<file path="src/rtl/dist_sdpram_clr_v2_if.sv">
// Bus bundle for dist_sdpram_clr_v2: clear control, write port and read port.
// Defining DIST_SDPRAM_PARITY_EN adds the rd_par_err return signal.
interface dist_sdpram_clr_v2_if #(
    parameter int unsigned ADDR_WIDTH = 4,
    parameter int unsigned DATA_WIDTH = 16,
    parameter int unsigned LANES      = 1
);
    logic                  clr;
    logic                  busy;
    logic                  wr_en;
    logic [LANES-1:0]      wr_lane_en;
    logic [ADDR_WIDTH-1:0] wr_addr;
    logic [DATA_WIDTH-1:0] wr_data;
    logic                  rd_en;
    logic [ADDR_WIDTH-1:0] rd_addr;
    logic [DATA_WIDTH-1:0] rd_data;
    logic                  rd_valid;
`ifdef DIST_SDPRAM_PARITY_EN
    logic                  rd_par_err;
`endif

    modport master (
        output clr, wr_en, wr_lane_en, wr_addr, wr_data, rd_en, rd_addr,
        input  busy, rd_data, rd_valid
`ifdef DIST_SDPRAM_PARITY_EN
        , rd_par_err
`endif
    );

    modport slave (
        input  clr, wr_en, wr_lane_en, wr_addr, wr_data, rd_en, rd_addr,
        output busy, rd_data, rd_valid
`ifdef DIST_SDPRAM_PARITY_EN
        , rd_par_err
`endif
    );
endinterface

</file>
<file path="src/rtl/dist_sdpram_clr_v2.sv">
// Simple-dual-port distributed RAM with lane write enables, 0/1/2-cycle reads and a clear
// sequencer. Defining DIST_SDPRAM_PARITY_EN stores one even-parity bit per lane.
module dist_sdpram_clr_v2 #(
    parameter int unsigned ADDR_WIDTH   = 4,
    parameter int unsigned DATA_WIDTH   = 16,
    parameter int unsigned LANES        = 1,
    parameter int unsigned RD_LATENCY   = 1,
    parameter string       RDW_MODE     = "OLD",
    parameter bit          CLEAR_ON_RST = 1'b1
) (
    input logic                 clk,
    input logic                 rst_n,
    dist_sdpram_clr_v2_if.slave bus
);
    localparam int unsigned Depth  = 2 ** ADDR_WIDTH;
    localparam int unsigned LaneW  = DATA_WIDTH / LANES;
    localparam bit          RdwNew = (RDW_MODE == "NEW");

    localparam logic [0:0] StIdle  = 1'b0;
    localparam logic [0:0] StClear = 1'b1;

    logic [0:0]            state_q, state_d;
    logic [ADDR_WIDTH-1:0] cnt_q, cnt_d;
    logic                  busy, wr_go, rd_go, same_addr;
    logic [DATA_WIDTH-1:0] mem_q [Depth];
    logic [DATA_WIDTH-1:0] rd_word;
    logic [DATA_WIDTH-1:0] rd1_q, rd2_q;
    logic                  vld1_q, vld2_q;

    assign busy      = (state_q == StClear);
    assign wr_go     = bus.wr_en & ~busy;
    assign rd_go     = bus.rd_en & ~busy;
    assign same_addr = (bus.wr_addr == bus.rd_addr);
    assign bus.busy  = busy;

    always_comb begin
        state_d = state_q;
        cnt_d   = cnt_q;
        if (bus.clr) begin
            state_d = StClear;
            cnt_d   = '0;
        end else if (state_q == StClear) begin
            cnt_d = cnt_q + 1'b1;
            if (&cnt_q) state_d = StIdle;
        end
    end

    // No reset on the array; the clear sequencer owns it while busy.
    always_ff @(posedge clk) begin
        if (busy) begin
            mem_q[cnt_q] <= '0;
        end else if (bus.wr_en) begin
            for (int k = 0; k < LANES; k++) begin
                if (bus.wr_lane_en[k]) begin
                    mem_q[bus.wr_addr][k*LaneW +: LaneW] <= bus.wr_data[k*LaneW +: LaneW];
                end
            end
        end
    end

    always_comb begin
        rd_word = mem_q[bus.rd_addr];
        if (RdwNew && wr_go && same_addr) begin
            for (int k = 0; k < LANES; k++) begin
                if (bus.wr_lane_en[k]) rd_word[k*LaneW +: LaneW] = bus.wr_data[k*LaneW +: LaneW];
            end
        end
    end

    always_ff @(posedge clk or negedge rst_n) begin
        if (!rst_n) begin
            state_q <= CLEAR_ON_RST ? StClear : StIdle;
            cnt_q   <= '0;
            rd1_q   <= '0;
            rd2_q   <= '0;
            vld1_q  <= 1'b0;
            vld2_q  <= 1'b0;
        end else begin
            state_q <= state_d;
            cnt_q   <= cnt_d;
            if (rd_go) rd1_q <= rd_word;
            vld1_q  <= rd_go;
            if (vld1_q) rd2_q <= rd1_q;
            vld2_q  <= vld1_q;
        end
    end

    // With zero latency rd1_q only serves as the hold register between reads.
    always_comb begin
        if (RD_LATENCY == 0) begin
            bus.rd_data  = rd_go ? rd_word : rd1_q;
            bus.rd_valid = rd_go;
        end else if (RD_LATENCY == 1) begin
            bus.rd_data  = rd1_q;
            bus.rd_valid = vld1_q;
        end else begin
            bus.rd_data  = rd2_q;
            bus.rd_valid = vld2_q;
        end
    end

`ifdef DIST_SDPRAM_PARITY_EN
    logic [LANES-1:0] par_q [Depth];
    logic [LANES-1:0] wr_par, rd_par, rd_chk;
    logic             par_err, perr1_q, perr2_q;

    always_comb begin
        wr_par = '0;
        for (int k = 0; k < LANES; k++) wr_par[k] = ^bus.wr_data[k*LaneW +: LaneW];
    end

    always_ff @(posedge clk) begin
        if (busy) begin
            par_q[cnt_q] <= '0;
        end else if (bus.wr_en) begin
            for (int k = 0; k < LANES; k++) begin
                if (bus.wr_lane_en[k]) par_q[bus.wr_addr][k] <= wr_par[k];
            end
        end
    end

    always_comb begin
        rd_par = par_q[bus.rd_addr];
        rd_chk = '0;
        if (RdwNew && wr_go && same_addr) begin
            for (int k = 0; k < LANES; k++) begin
                if (bus.wr_lane_en[k]) rd_par[k] = wr_par[k];
            end
        end
        for (int k = 0; k < LANES; k++) rd_chk[k] = (^rd_word[k*LaneW +: LaneW]) ^ rd_par[k];
    end

    assign par_err = |rd_chk;

    always_ff @(posedge clk or negedge rst_n) begin
        if (!rst_n) begin
            perr1_q <= 1'b0;
            perr2_q <= 1'b0;
        end else begin
            perr1_q <= rd_go & par_err;
            perr2_q <= perr1_q;
        end
    end

    always_comb begin
        if (RD_LATENCY == 0)      bus.rd_par_err = rd_go & par_err;
        else if (RD_LATENCY == 1) bus.rd_par_err = perr1_q;
        else                      bus.rd_par_err = perr2_q;
    end
`endif
endmodule

</file>
<file path="src/flat_wrapper.sv">
// flat-port wrapper written by rule: the top's interface ports become plain ports
module dist_sdpram_clr_v2_flat 
#(
    parameter int unsigned ADDR_WIDTH   = 4,
    parameter int unsigned DATA_WIDTH   = 16,
    parameter int unsigned LANES        = 1,
    parameter int unsigned RD_LATENCY   = 1,
    parameter string       RDW_MODE     = "   ",
    parameter bit          CLEAR_ON_RST = 1'b1
)
  (clk, rst_n, bus_clr, bus_wr_en, bus_wr_lane_en, bus_wr_addr, bus_wr_data, bus_rd_en, bus_rd_addr, bus_busy, bus_rd_data, bus_rd_valid);
  dist_sdpram_clr_v2_if #(.ADDR_WIDTH(ADDR_WIDTH), .DATA_WIDTH(DATA_WIDTH), .LANES(LANES)) bus_i ();
  input logic clk;
  input logic rst_n;
  input wire logic [$bits(bus_i.clr)-1:0] bus_clr;
  input wire logic [$bits(bus_i.wr_en)-1:0] bus_wr_en;
  input wire logic [$bits(bus_i.wr_lane_en)-1:0] bus_wr_lane_en;
  input wire logic [$bits(bus_i.wr_addr)-1:0] bus_wr_addr;
  input wire logic [$bits(bus_i.wr_data)-1:0] bus_wr_data;
  input wire logic [$bits(bus_i.rd_en)-1:0] bus_rd_en;
  input wire logic [$bits(bus_i.rd_addr)-1:0] bus_rd_addr;
  output wire logic [$bits(bus_i.busy)-1:0] bus_busy;
  output wire logic [$bits(bus_i.rd_data)-1:0] bus_rd_data;
  output wire logic [$bits(bus_i.rd_valid)-1:0] bus_rd_valid;
  assign bus_i.clr = bus_clr;
  assign bus_i.wr_en = bus_wr_en;
  assign bus_i.wr_lane_en = bus_wr_lane_en;
  assign bus_i.wr_addr = bus_wr_addr;
  assign bus_i.wr_data = bus_wr_data;
  assign bus_i.rd_en = bus_rd_en;
  assign bus_i.rd_addr = bus_rd_addr;
  assign bus_busy = bus_i.busy;
  assign bus_rd_data = bus_i.rd_data;
  assign bus_rd_valid = bus_i.rd_valid;
  dist_sdpram_clr_v2 #(.ADDR_WIDTH(ADDR_WIDTH), .DATA_WIDTH(DATA_WIDTH), .LANES(LANES), .RD_LATENCY(RD_LATENCY), .RDW_MODE(RDW_MODE), .CLEAR_ON_RST(CLEAR_ON_RST)) u_core (.clk(clk), .rst_n(rst_n), .bus(bus_i));
endmodule
</file>
<file path="config.mk">
export PLATFORM = sky130hd
export DESIGN_NAME = dist_sdpram_clr_v2_flat
export DESIGN_NICKNAME = d
export VERILOG_FILES = /design/src/rtl/dist_sdpram_clr_v2_if.sv /design/src/rtl/dist_sdpram_clr_v2.sv /design/src/flat_wrapper.sv
export SDC_FILE = /design/constraint.sdc
export NUM_CORES = 1
export LEC_CHECK = 0
export BUFFER_PORTS_ARGS = -buffer_cell sky130_fd_sc_hd__buf_2
export CORE_ASPECT_RATIO = 0.6
export CORE_MARGIN = 1.5
export CORE_UTILIZATION = 65
export DETAILED_ROUTE_END_ITERATION = 16
export PLACE_DENSITY = 0.83
export SYNTH_ARGS = -nofsm -noshare
export SYNTH_HDL_FRONTEND = slang
export SYNTH_SLANG_ARGS = --single-unit
</file>
<file path="constraint.sdc">
create_clock -name clk -period 3.72 [get_ports clk]
set_clock_uncertainty 0.1 [all_clocks]
set_input_delay 0.372 -clock clk [delete_from_list [all_inputs] [get_ports clk]]
set_output_delay 0.372 -clock clk [all_outputs]
set_load 0.01 [all_outputs]
</file>
# [Word level (Yosys, flattened, before mapping)]
# Memories as Yosys holds them, arrays and structs flattened. A register that Yosys moved wholly into a read port is not among the register bits.
# Cells that the tools add are included.
[totals] register_bits=6 ram_bits=256 inputBits=30 out_inout_bits=18 elab_cells=25 mem_count=1
[op_classes] addsub=1 muxes=14 bitwise=2 reduce_logical=4
[memory_table] memory="u_core.mem_q" words=16 width=16 read_ports=1 rd_clocked_by_memory_dff=1 write_ports=1 line_no="dist_sdpram_clr_v2.sv:25" text="logic [DATA_WIDTH-1:0] mem_q [Depth];"
[op_table] cell="$mux 16" count=1
[op_table] cell="$reduce_or 16->1" count=1
[op_table] cell="$mux 4" count=3
[op_table] cell="$mux 1" count=10
[op_table] cell="$add 4x1->4 const B" count=1
[op_table] cell="$reduce_and 4->1" count=1
[op_table] cell="$reduce_bool 2->1" count=1
[op_table] cell="$and 1x1->1" count=1
[op_table] cell="$logic_not 1->1" count=1
[op_table] cell="$not 1->1" count=1

# [Depth between registers and ports, before layout]
# Gate-level depths: netlist of run 1.
[logic_depth] ltp_word=6 mapped_depth=9 ltp_nobuf=5

# [Least setup slack after synthesis of run 1]
# No wires, ideal clock.
[synth_path] path_kind="reg-to-reg" from="register u_core.state_q, in the netlist u_core.bus.busy" to="memory u_core.mem_q[2][0], enable pin" setup_time_ns=0.388 t_arrival_ns=2.000 t_required_ns=3.232 setup_slack_ns=1.232 path_stages_with_launch=7 n_path_buf=2 period_less_slack_ns=2.488 cell_sequence="dfstp_2 buf_6 and3b_1 buf_4 nor3b_2 a31oi_4 nor2_1"
[synth_between] elab_chain_cells=4 word_cells_on_any_way=7 classes_between="mux: 6; reduce/logical: 1"
[synth_lines] element="start: declaration" line_no="dist_sdpram_clr_v2.sv:22" text="logic [0:0] state_q, state_d;"
[synth_lines] element="start signal: assignment" line_no="dist_sdpram_clr_v2.sv:72" text="state_q <= CLEAR_ON_RST ? StClear : StIdle;"
[synth_lines] element="start signal: assignment" line_no="dist_sdpram_clr_v2.sv:79" text="state_q <= state_d;"
[synth_lines] element="$mux 1" line_no="dist_sdpram_clr_v2.sv:50" text="if (busy) begin"
[synth_lines] element="$mux 1 (implied by the code)" line_no="dist_sdpram_clr_v2.sv:55" text="mem_q[bus.wr_addr][k*LaneW +: LaneW] <= bus.wr_data[k*LaneW +: LaneW];"
[synth_lines] element="$reduce_or 16->1 (no source line)"
[synth_lines] element="$mux 4 (no source line) or $mux 1 (tied branches)"
[synth_lines] element="end: declaration" line_no="dist_sdpram_clr_v2.sv:25"
# Parallel ways exist; a longest one is shown, timed or not.

# [Worst setup path in the final report of run 1]
[layout_path] from="register u_core.state_q, in the netlist u_core.bus.busy" to="memory u_core.mem_q[13][3], enable pin"
# The elaborated chain is that of the path after synthesis.

==> results of run 1 <==
layout by cell type, fill, tap and decap left out, drive strengths merged, types with 3 or more instances in the layout:
| cell type | netlist | final |
|---|---|---|
| a22oi | 48 | 48 |
| a31oi | 6 | 6 |
| and2 | 18 | 18 |
| buf | 30 | 56 |
| clkbuf | 8 | 38 |
| clkinv | 0 | 5 |
| dfrtp | 21 | 21 |
| edfxtp | 256 | 256 |
| inv | 6 | 7 |
| mux2i | 129 | 129 |
| nand2 | 50 | 50 |
| nand3 | 33 | 33 |
| nand4 | 17 | 17 |
| nor2 | 23 | 23 |
| nor2b | 3 | 3 |
flip-flops by register name, summed over array words and instances (netlist names):
name                 flops
u_core.bus.rd_valid      1
u_core.cnt_q             4
u_core.mem_q           256
u_core.bus.rd_data      16
u_core.bus.busy          1
cell families (layout without fill, tap and decap cells):
logic type      count (synthesis)  in the layout
buf+inv                        44            108
fa+ha+maj                       1              1
flops                         278            278
simple gates                  151            151
mux                           129            129
compound gates                 57             57
other cells                     0              1
xor+xnor                        3              3
through the flow:
| stage | power, mW | util [%] | hold slack, ps |
|---|---|---|---|
| after floorplan | 3.787 | - | -23.59 |
| after global routing | 6.453 | 74.77 | 218.7 |
| after CTS | 6.295 | 74.77 | 201.7 |
| after global placement | 3.908 | 70.00 | 324.1 |
| final | 6.280 | 74.79 | 216.3 |
| after detailed placement | 3.923 | 70.00 | 331.9 |
area by class of cell:
class | count | share of cell area, %
clock buffer | 38 | 5.957
inverter | 6 | 0.2030
sequential | 278 | 66.83
clock inverter | 6 | 0.2639
timing repair buffer | 58 | 2.770
multi-input combinational | 341 | 21.65
tap | 228 | 2.314
antenna | 1 | 0.02030
worst reg2reg max path, stage by stage (launching register included):
cell and delay [ps]:
dfstp_2 640, and3b_1 480, buf_4 310, nor3b_2 250, a31oi_4 90, nor2_2 830
metal layers:
metal	wire length, µm	up-vias	part of all wire, %	track usage, %
li1	-	2657	-	-
met1	10880	3130	43	44.09
met2	11320	343	45	42.25
met3	2592	39	10	9.132
met4	454	0	1.8	7.702
met5	0	-	0	0
worst max-delay path by stage:
stage                                               end  slack (ps)                      start
final                     u_core.mem_q[13][3]$_DFFE_PP_         630  u_core.bus.busy$_DFF_PN1_
after global routing      u_core.mem_q[13][3]$_DFFE_PP_         490  u_core.bus.busy$_DFF_PN1_
after CTS                  u_core.mem_q[1][3]$_DFFE_PP_         650  u_core.bus.busy$_DFF_PN1_
after detailed placement  u_core.mem_q[13][2]$_DFFE_PP_         670  u_core.bus.busy$_DFF_PN1_
after global placement    u_core.mem_q[13][8]$_DFFE_PP_         760  u_core.bus.busy$_DFF_PN1_
after floorplan            u_core.mem_q[2][0]$_DFFE_PP_        1230  u_core.bus.busy$_DFF_PN1_
timing repair:
| action | in CTS | in global routing |
|---|---|---|
| hold buffers | 2 | 0 |
| gates resized for setup | 0 | 0 |
| hold endpoints to repair | 25 | 0 |
| setup buffers | 0 | 0 |
power groups by stage:
stage,combinational [mW],clock [mW],sequential (mW)
floorplan,0.214,0,3.57
global route,0.387,2.56,3.51
finish,0.359,2.42,3.50
detailed placement,0.355,0,3.57
global placement,0.345,0,3.56
CTS,0.359,2.43,3.50
==> results.md, run 1 <==
- Initial antenna violation count: 1
- I/O Buffers: 47
- Clock buffer count from CTS: 24
- Initial core utilization: 67.64%
- Synth cell count leaders: edfxtp_1, mux2i_1, nand2_1
- FMAX: 0.3239 GHz
- Worst endpoint required time: 3760 ps
- Final setup violation count: 0
- Critical path type: flip-flop to flip-flop
- Reg power frac: 55.8%
- Final WS setup: 632.7 ps
- Total grt overflow: 0
- Multiplexer share of the synthesized area: 11.58%
- Hold depth: 3
- Die Footprint: 0.01798 mm²
- Critical Path Start Type: flip-flop
- Maxcap violations: 0
- Syn-to-layout area delta: 10.57%
- Fillers: 974
- Slew Limit Fails: 0
- Pleak: 4.757 nW
- Largest net degree at the start of global routing: 55
- Pre-Repair DR Iteration Count: 5
- Area contributors post-synth: edfxtp_1, mux2i_1, dfrtp_1, a22oi_1, nand2_1
- Drt wl/cell: 26.41 µm
- CTS Sinks: 278
- Number of synthesized flops with an enable pin: 256
- Comb pwr share: 5.7%
- Initial DRC Count: 779
- PwrDens: 509.3 mW/mm²
- Final min period: 3087 ps
- Multi-input logic area: 0.002669 mm²
- Status: finished clean
- ANT nets after route: 0
- #FFs+latches synth: 278
- CORE AREA: 0.01649 mm²
- Design Area, Final: 0.01233 mm²
- Main combinational cell family by area after synthesis: multiplexers
- RSZ-0062 raised after global routing: no
- Post-Syn Area: 0.01115 mm²
- Buf/Inv on CP: 1
- Crit path DAT: 3130 ps
- Pre-CTS WS: 665.2 ps
- Leading area contributor after synthesis: edfxtp_1
- First-pass GRT wire length: 37.47 mm
- Placed cell count: 909
- Synth cell types: 35
- CP delay by family, top: simple AND/OR/NAND/NOR gates
- Mean post-synth cell area: 16.82 µm²
- CP cell instances: and3b_1 -> buf_4 -> nor3b_2 -> a31oi_4 -> nor2_2
- Switching Share: 21.14%
- GP Congestion: 0.9064
- Crit path largest cell delay: 830 ps
- Post-DP HPWL: 15.44 mm
- Placed Area: 0.01154 mm²
- Xor and xnor area share after synthesis: 0.2356%
- IO Count: 48
- Worst-skew pair later-pin latency: 520 ps
- Vias in the first global route: 6052
- Most frequent cell after synthesis: edfxtp_1
- Register area: 0.008239 mm²
- HP Class: primary input to flip-flop
- FF-to-FF End: u_core.mem_q[13][3]$_DFFE_PP_
- Layout cells sized above 1: 18.29%
- Yosys warns: 0
- H-tree levels: 1
- Synth async-reset ratio: 7.914%
- Reg2reg path depth: 5
- Row count: 36
- CP Max Fanout: 19
- Clk slew on worst S/H paths: 70 ps
- Clock Tree Buf Depth: 3
- Synth Area in Compound Gates: 4.331%
- Final hold vios: 0
- Syn Nets: 694
- Final cell count without fillers: 956
- Synth Area in Simple Gates: 7.249%
- Clock power share: 38.5%
- WL final: 25.25 mm
- Layout Nets: 740
- Cells after synthesis: 663
- Chip height: 104.5 µm
- Worst VDD drop: 0.0003354 V
- Main synth FF type: edfxtp_1
- DRC Markers: 0
- Worst slew margin: 22.91%
- Adder-Cell Fraction of Synth Area: 0.1122%
- Crit. End Element: flip-flop
- Sw power: 1.327 mW
- Hold_sp: bus_rd_en
- Root Driver: clkbuf_16
- Die X: 172.1 µm
- Register area share after synthesis: 73.89%
- Fin crit share: 82.99%
- Vias: 6169
- Setup_tns: 0 ps
- Total track usage: 29.42%
- CTS tree: built
- Minimum setup slack among reg-to-reg paths: 630 ps
- Reg2reg start: u_core.bus.busy$_DFF_PN1_
- Internal Power: 4.952 mW
- Slowest CP cell: nor2_2
- Worst path depth: 5
- Avg Vias per Cell: 6.453
- Actual slew at the worst max-slew pin: 1155 ps
- WHS Endpoint: u_core.bus.rd_valid$_DFF_PN0_
- Synth top area share: 68.94%
Note: power is estimated with default switching activity, not from simulation.
==> run 2: changes to the inputs <==
- ABC_AREA: unset -> 1
- CORE_UTILIZATION: 65 -> 61
- PLACE_DENSITY: 0.83 -> 0.79
- clock period: 3.72 -> 2.9 ns (I/O delays scaled with it)
==> run 2 against run 1 <==
Net effect: synthesized cell count increased by 52%; sequential cell count stayed put; register-to-register slack lost 250 ps; final cell count grew 39%; worst hold slack got worse by 38 ps; area after synthesis rose by 3.9%; critical path depth is 1 higher; fmax rose by 23%; largest power group unchanged.
==> results.md, run 2 <==
- Status: finished clean
- First-pass GRT wire length: 41.44 mm (+11%)
- Critical path type: flip-flop to flip-flop
- PwrDens: 641.4 mW/mm² (+26%)
- RSZ-0062 raised after global routing: no
- Final setup violation count: 0 (unchanged)
- GP Congestion: 0.8112 (-11%)
- Syn Nets: 1040 (+50%)
- CTS Sinks: 278 (unchanged)
- Root Driver: clkbuf_16
- Worst-skew pair later-pin latency: 520 ps (about the same)
- Commonest non-fill, non-tap cell in the layout: nand2_1
- Total track usage: 28.03% (-1.4 points)
- FMAX: 0.3979 GHz (+23%)
- Drt wl/cell: 20.43 µm (-23%)
- Setup Fix Bufs, Post-CTS: 0 (unchanged)
- Largest net degree at the start of global routing: 69 (+25%)
- Most frequent cells in the layout: nand2_1, edfxtp_1, nand3_1
- Post-Syn Area: 0.01158 mm² (+3.9%)
- Cells after synthesis: 1009 (+52%)
- Ant diodes: 0 (-1)
- H-tree levels: 1 (unchanged)
- Post-DP HPWL: 16.10 mm (+4.3%)
- Largest Register: u_core.mem_q
- Setup_tns: 0 ps (unchanged)
- Worst endpoint required time: 2930 ps (-830 ps)
- Clock buffer count from CTS: 24 (unchanged)
- Vias: 7806 (+27%)
- Internal Power: 6.496 mW (+31%)
- Initial DRC Count: 1075 (+38%)
- Avg Vias per Cell: 5.882 (-8.8%)
- Worst VDD drop: 0.0005826 V (+74%)
- Layout cells sized above 1: 14.81% (-3.5 points)
- #FFs+latches synth: 278 (unchanged)
- I/O Buffers: 47 (unchanged)
- Main synth FF type: edfxtp_1
- Max reg flops: 256 (unchanged)
- Critical Path Start Type: flip-flop
- Sw power: 1.805 mW (+36%)
- Total grt overflow: 0 (unchanged)
- Reg power frac: 53.7% (-2.1 points)
- Register area share after synthesis: 71.13% (-2.8 points)
- Number of synthesized flops with an enable pin: 256 (unchanged)
- Yosys warns: 0 (unchanged)
- Synth cell types: 27 (-23%)
- Crit. End Element: flip-flop
- Mean post-synth cell area: 11.48 µm² (-32%)
- Crit path DAT: 2540 ps (-590 ps)
- Layout Nets: 1100 (+49%)
- Initial antenna violation count: 0 (-1)
- Die X: 180.9 µm (+5.1%)
- Final min period: 2513 ps (-574.4 ps)
- Final hold vios: 0 (unchanged)
- Chip height: 109.7 µm (+5.1%)
- Slew Limit Fails: 0 (unchanged)
- Pleak: 5.342 nW (+12%)
- Most frequent cell after synthesis: nand2_1
- CP Max Fanout: 16 (-3)
- Area contributors post-synth: edfxtp_1, nand2_1, nand3_1, dfrtp_1, buf_6
- Leading area contributor after synthesis: edfxtp_1
- Hold WS: 178.2 ps (-38.06 ps)
- Worst slew margin: 31.56% (+8.7 points)
- Fillers: 1216 (+25%)
- Post-CTS Resized: 0 (unchanged)
- Placed Area: 0.01208 mm² (+4.7%)
- Clk slew on worst S/H paths: 70 ps (about the same)
- Syn-to-layout area delta: 11.72%
- Synth cell count leaders: nand2_1, edfxtp_1, nand3_1
- Fin crit share: 86.65% (+3.7 points)
- IO Count: 48 (unchanged)
- Vias in the first global route: 7394 (+22%)
- Clock power share: 39.9% (+1.4 points)
- Die Footprint: 0.01985 mm² (+10%)
- Maxcap violations: 0 (unchanged)
- ANT nets after route: 0 (unchanged)
- HP Class: primary input to flip-flop
- WL final: 27.11 mm (+7.4%)
- Comb pwr share: 6.4% (+0.7 points)
- Clock Tree Buf Depth: 3 (unchanged)
- CTS tree: built
- Switching Share: 21.75% (+0.61 points)
- Design Area, Final: 0.01294 mm² (+5.0%)
- Row count: 38 (+5.6%)
- CORE AREA: 0.01835 mm² (+11%)
- Synth async-reset ratio: 7.914% (unchanged)
- Hold_buf cts: 2 (unchanged)
- Placed cell count: 1281 (+41%)
- Pre-Repair DR Iteration Count: 7 (+2)
- Actual slew at the worst max-slew pin: 1025 ps (-129.6 ps)
- Final cell count without fillers: 1327 (+39%)
- Initial core utilization: 63.12% (-4.5 points)
- DRC Markers: 0 (unchanged)
- Synth top area share: 66.36% (-2.6 points)
run 2: cell count changes in the layout (fill, tap and decap cells not counted), sizes merged, moves of 4 or more:
cell,previous run,this run
mux2i,129,0
nor3,1,5
inv,7,31
a31oi,6,0
a21oi,0,4
and2,18,0
buf,56,87
o21ai,0,6
nand3,33,198
a22oi,48,0
nor2,23,29
nand4,17,0
clkinv,5,10
nand2,50,399
run 2: final cells by class:
type	instances	area (µm²)	share of cell area [%]
inverters	33	125.1	0.9668
flip-flops and latches	278	8239	63.67
well taps	240	300.3	2.320
clock inverters	8	33.78	0.2610
repair buffers	89	570.5	4.409
multi-input cells	643	2869	22.17
clock buffers	36	803.3	6.207
run 2: worst paths after layout:
kind                       slack (ps)                         startpoint  cells after the start                            endpoint
setup / recovery                  390          u_core.bus.busy$_DFF_PN1_                      6        u_core.mem_q[6][4]$_DFFE_PP_
hold / removal                    180                          bus_rd_en                      4   u_core.bus.rd_data[6]$_DFFE_PN0P_
setup reg to reg                  390          u_core.bus.busy$_DFF_PN1_                      6        u_core.mem_q[6][4]$_DFFE_PP_
hold reg to reg                   380  u_core.bus.rd_data[5]$_DFFE_PN0P_                      2   u_core.bus.rd_data[5]$_DFFE_PN0P_
max in group asynchronous        2130                              rst_n                      2           u_core.bus.busy$_DFF_PN1_
min in group asynchronous         190                              rst_n                      2  u_core.bus.rd_data[12]$_DFFE_PN0P_
run 2: logic make-up (layout without fill, tap and decap cells):
group           count (synthesis)  after routing  share of synthesized area (%)
compound gates                 11             11                         0.7669
fa+ha+maj                       1              1                         0.1080
buf+inv                        88            166                          4.580
flops                         278            278                          71.13
simple gates                  631            631                          23.42
run 2: layer usage:
layer / up-vias / GRT usage, % / wire length, µm
met5: - / 0 / 0
met4: 0 / 8.944 / 809
met3: 56 / 5.730 / 2671
met2: 422 / 43.71 / 12200
met1: 3755 / 40.33 / 11430
li1: 3573 / - / -
run 2: critical path, stage by stage, from the launching register on:
cell	delay, ps
dfstp_2	610
inv_2	80
nand3_4	170
o21ai_2	140
inv_1	140
nand2_4	90
nor2_2	800
run 2: through the flow:
step                      worst slack, ps  util, %  total power [mW]
after floorplan                     529.5        -             4.882
after global placement              466.0    65.84             5.045
after detailed placement            381.0    65.84             5.062
after CTS                           379.4    70.51             8.325
after global routing                244.6    70.51             8.542
final                               387.1    70.51             8.301
run 2: power groups by stage:
stage / Sequential [mW] / Clock [mW] / Combinational (mW)
floorplan: 4.55 / 0 / 0.337
global placement: 4.54 / 0 / 0.508
detailed placement: 4.54 / 0 / 0.521
CTS: 4.45 / 3.34 / 0.528
global route: 4.46 / 3.50 / 0.585
finish: 4.46 / 3.32 / 0.529
==> run 3: changes to the inputs <==
- CORE_UTILIZATION: 61 -> 64
- CTS_BUF_LIST: unset -> sky130_fd_sc_hd__clkbuf_8
- GPL_ROUTABILITY_DRIVEN: unset -> 0
- PLACE_DENSITY: 0.79 -> 0.82
==> run 3 against run 2 <==
Net effect: setup slack lost 160 ps; power shrank 6.3%; clock power is 17% lower; largest power group unchanged; clock-buffer cell count grew 5; core utilization grew 3.3 points; sequential share of layout area increased by 0.48 points; register-to-register slack worse by 160 ps; combinational power is 3% higher.
==> results.md, run 3 (synthesis results as in run 2) <==
- Status: finished clean
- Largest net degree at the start of global routing: 113 (+64%)
- Clock buffer count from CTS: 39 (+63%)
- Pleak: 5.358 nW (+0.29%)
- Row count: 37 (-2.6%)
- Clk slew on worst S/H paths: 70 ps (about the same)
- Worst VDD drop: 0.0004378 V (-25%)
- ANT nets after route: 0 (unchanged)
- Final hold vios: 0 (unchanged)
- Final min period: 2678 ps (+164.7 ps)
- RSZ-0062 raised after global routing: no
- Setup Fix Bufs, Post-CTS: 0 (unchanged)
- Total track usage: 31.53% (+3.5 points)
- H-tree levels: 2 (+1)
- Vias in the first global route: 7871 (+6.5%)
- Reg2reg path depth: 6 (unchanged)
- Crit path capture: u_core.mem_q[12][3]$_DFFE_PP_
- CORE AREA: 0.01741 mm² (-5.2%)
- Syn-to-layout area delta: 10.88%
- Avg Vias per Cell: 5.941 (+0.99%)
- HP Class: primary input to flip-flop
- Die X: 176.7 µm (-2.3%)
- Maxcap violations: 0 (unchanged)
- CTS Sinks: 278 (unchanged)
- Max reg flops: 256 (unchanged)
- Ant diodes: 0 (unchanged)
- Slew Limit Fails: 0 (unchanged)
- DRC Markers: 0 (unchanged)
- Final setup violation count: 0 (unchanged)
- FF-to-FF End: u_core.mem_q[12][3]$_DFFE_PP_
- Fin crit share: 92.33% (+5.7 points)
- Initial DRC Count: 1099 (+2.2%)
- Most frequent cells in the layout: nand2_1, edfxtp_1, nand3_1
- Vias: 8002 (+2.5%)
- Critical path type: flip-flop to flip-flop
- Worst slew margin: 31.12% (-0.45 points)
- Post-DP HPWL: 17.34 mm (+7.7%)
- Crit path DAT: 2720 ps (+180 ps)
- Commonest non-fill, non-tap cell in the layout: nand2_1
- Pre-Repair DR Iteration Count: 5 (-2)
- Setup_tns: 0 ps (unchanged)
- Root Driver: clkbuf_8
- FMAX: 0.3735 GHz (-6.1%)
- Initial core utilization: 66.55% (+3.4 points)
- CTS tree: built
- Critical Path Start Type: flip-flop
- CP Max Fanout: 24 (+8)
- Crit path from: u_core.bus.busy$_DFF_PN1_
- Hold_buf cts: 2 (unchanged)
- Actual slew at the worst max-slew pin: 1032 ps (+6.682 ps)
- Layout Nets: 1116 (+1.5%)
- I/O Buffers: 47 (unchanged)
- Worst endpoint required time: 2940 ps (about the same)
- Chip height: 107.2 µm (-2.3%)
- Crit. End Element: flip-flop
- Pre-CTS WS: 268.0 ps (-113.0 ps)
- Post-CTS Resized: 0 (unchanged)
- Largest Register: u_core.mem_q
- Drt wl/cell: 21.18 µm (+3.7%)
- First-pass GRT wire length: 43.47 mm (+4.9%)
- Total grt overflow: 0 (unchanged)
- Minimum setup slack among reg-to-reg paths: 220 ps (-160 ps)
- Reg2reg start: u_core.bus.busy$_DFF_PN1_
- PwrDens: 605.7 mW/mm² (-5.6%)
- Final core occ: 73.79% (+3.3 points)
- Final WS setup: 222.4 ps (-164.7 ps)
- IO Count: 48 (unchanged)
- Layout cells sized above 1: 15.72% (+0.91 points)
- Initial antenna violation count: 0 (unchanged)
- Worst-skew pair later-pin latency: 540 ps (+20 ps)
- WL final: 28.53 mm (+5.2%)
- Final Power: 7.780 mW (-6.3%)
- Die Footprint: 0.01894 mm² (-4.6%)
- Clock Tree Buf Depth: 3 (unchanged)
run 3: report_power, final:
group / internal [mW] / switching (mW) / total [mW]
Sequential: 4.43 / 0.0350 / 4.46
Clock: 1.32 / 1.46 / 2.77
Combinational: 0.162 / 0.385 / 0.547
run 3: stage by stage:
stage / std cells / hold slack (ps) / instance area (µm²)
detailed placement: 1276 / 200.2 / 12140
finish: 1347 / 63.00 / 12840
floorplan: 1009 / -105.6 / 11580
global route: 1347 / 55.51 / 12840
CTS: 1347 / 54.75 / 12840
global placement: 1276 / 183.9 / 12140
run 3: worst max-delay path, cell delays in order, from the launching register on:
cell	delay, ps
dfstp_2	600
inv_2	90
nand3_4	280
nand2_1	110
o21ai_2	120
nand3_2	180
nor2_2	820
run 3: cell type report:
type	instances	area, µm²
fill	1143	4563
clock buffer	41	564.3
tap	234	292.8
multi-input combinational	643	2872
timing repair buffer	90	628.1
inverter	33	125.1
sequential	278	8239
clock inverter	28	122.6
run 3: per-layer routing:
metal  up-vias  share of wire [%]  GRT usage, %
met4         0                2.9         12.05
met5         -                  0             0
met2       534                 46         47.79
li1       3607                  -             -
met1      3784                 40         45.11
met3        77                 12         7.305
run 3: how the worst min path moves through the flow:
stage | from | endpoint | slack (ps) | cells after the start
after CTS | bus_wr_data[13] | u_core.mem_q[15][13]$_DFFE_PP_ | 50 | 3
after global routing | bus_wr_data[13] | u_core.mem_q[14][13]$_DFFE_PP_ | 60 | 3
after floorplan | rst_n | u_core.bus.rd_data[0]$_DFFE_PN0P_ | -110 | 0
final | bus_wr_data[13] | u_core.mem_q[15][13]$_DFFE_PP_ | 60 | 3
after detailed placement | rst_n | u_core.bus.rd_data[12]$_DFFE_PN0P_ | 200 | 1
after global placement | rst_n | u_core.bus.rd_data[6]$_DFFE_PN0P_ | 180 | 1
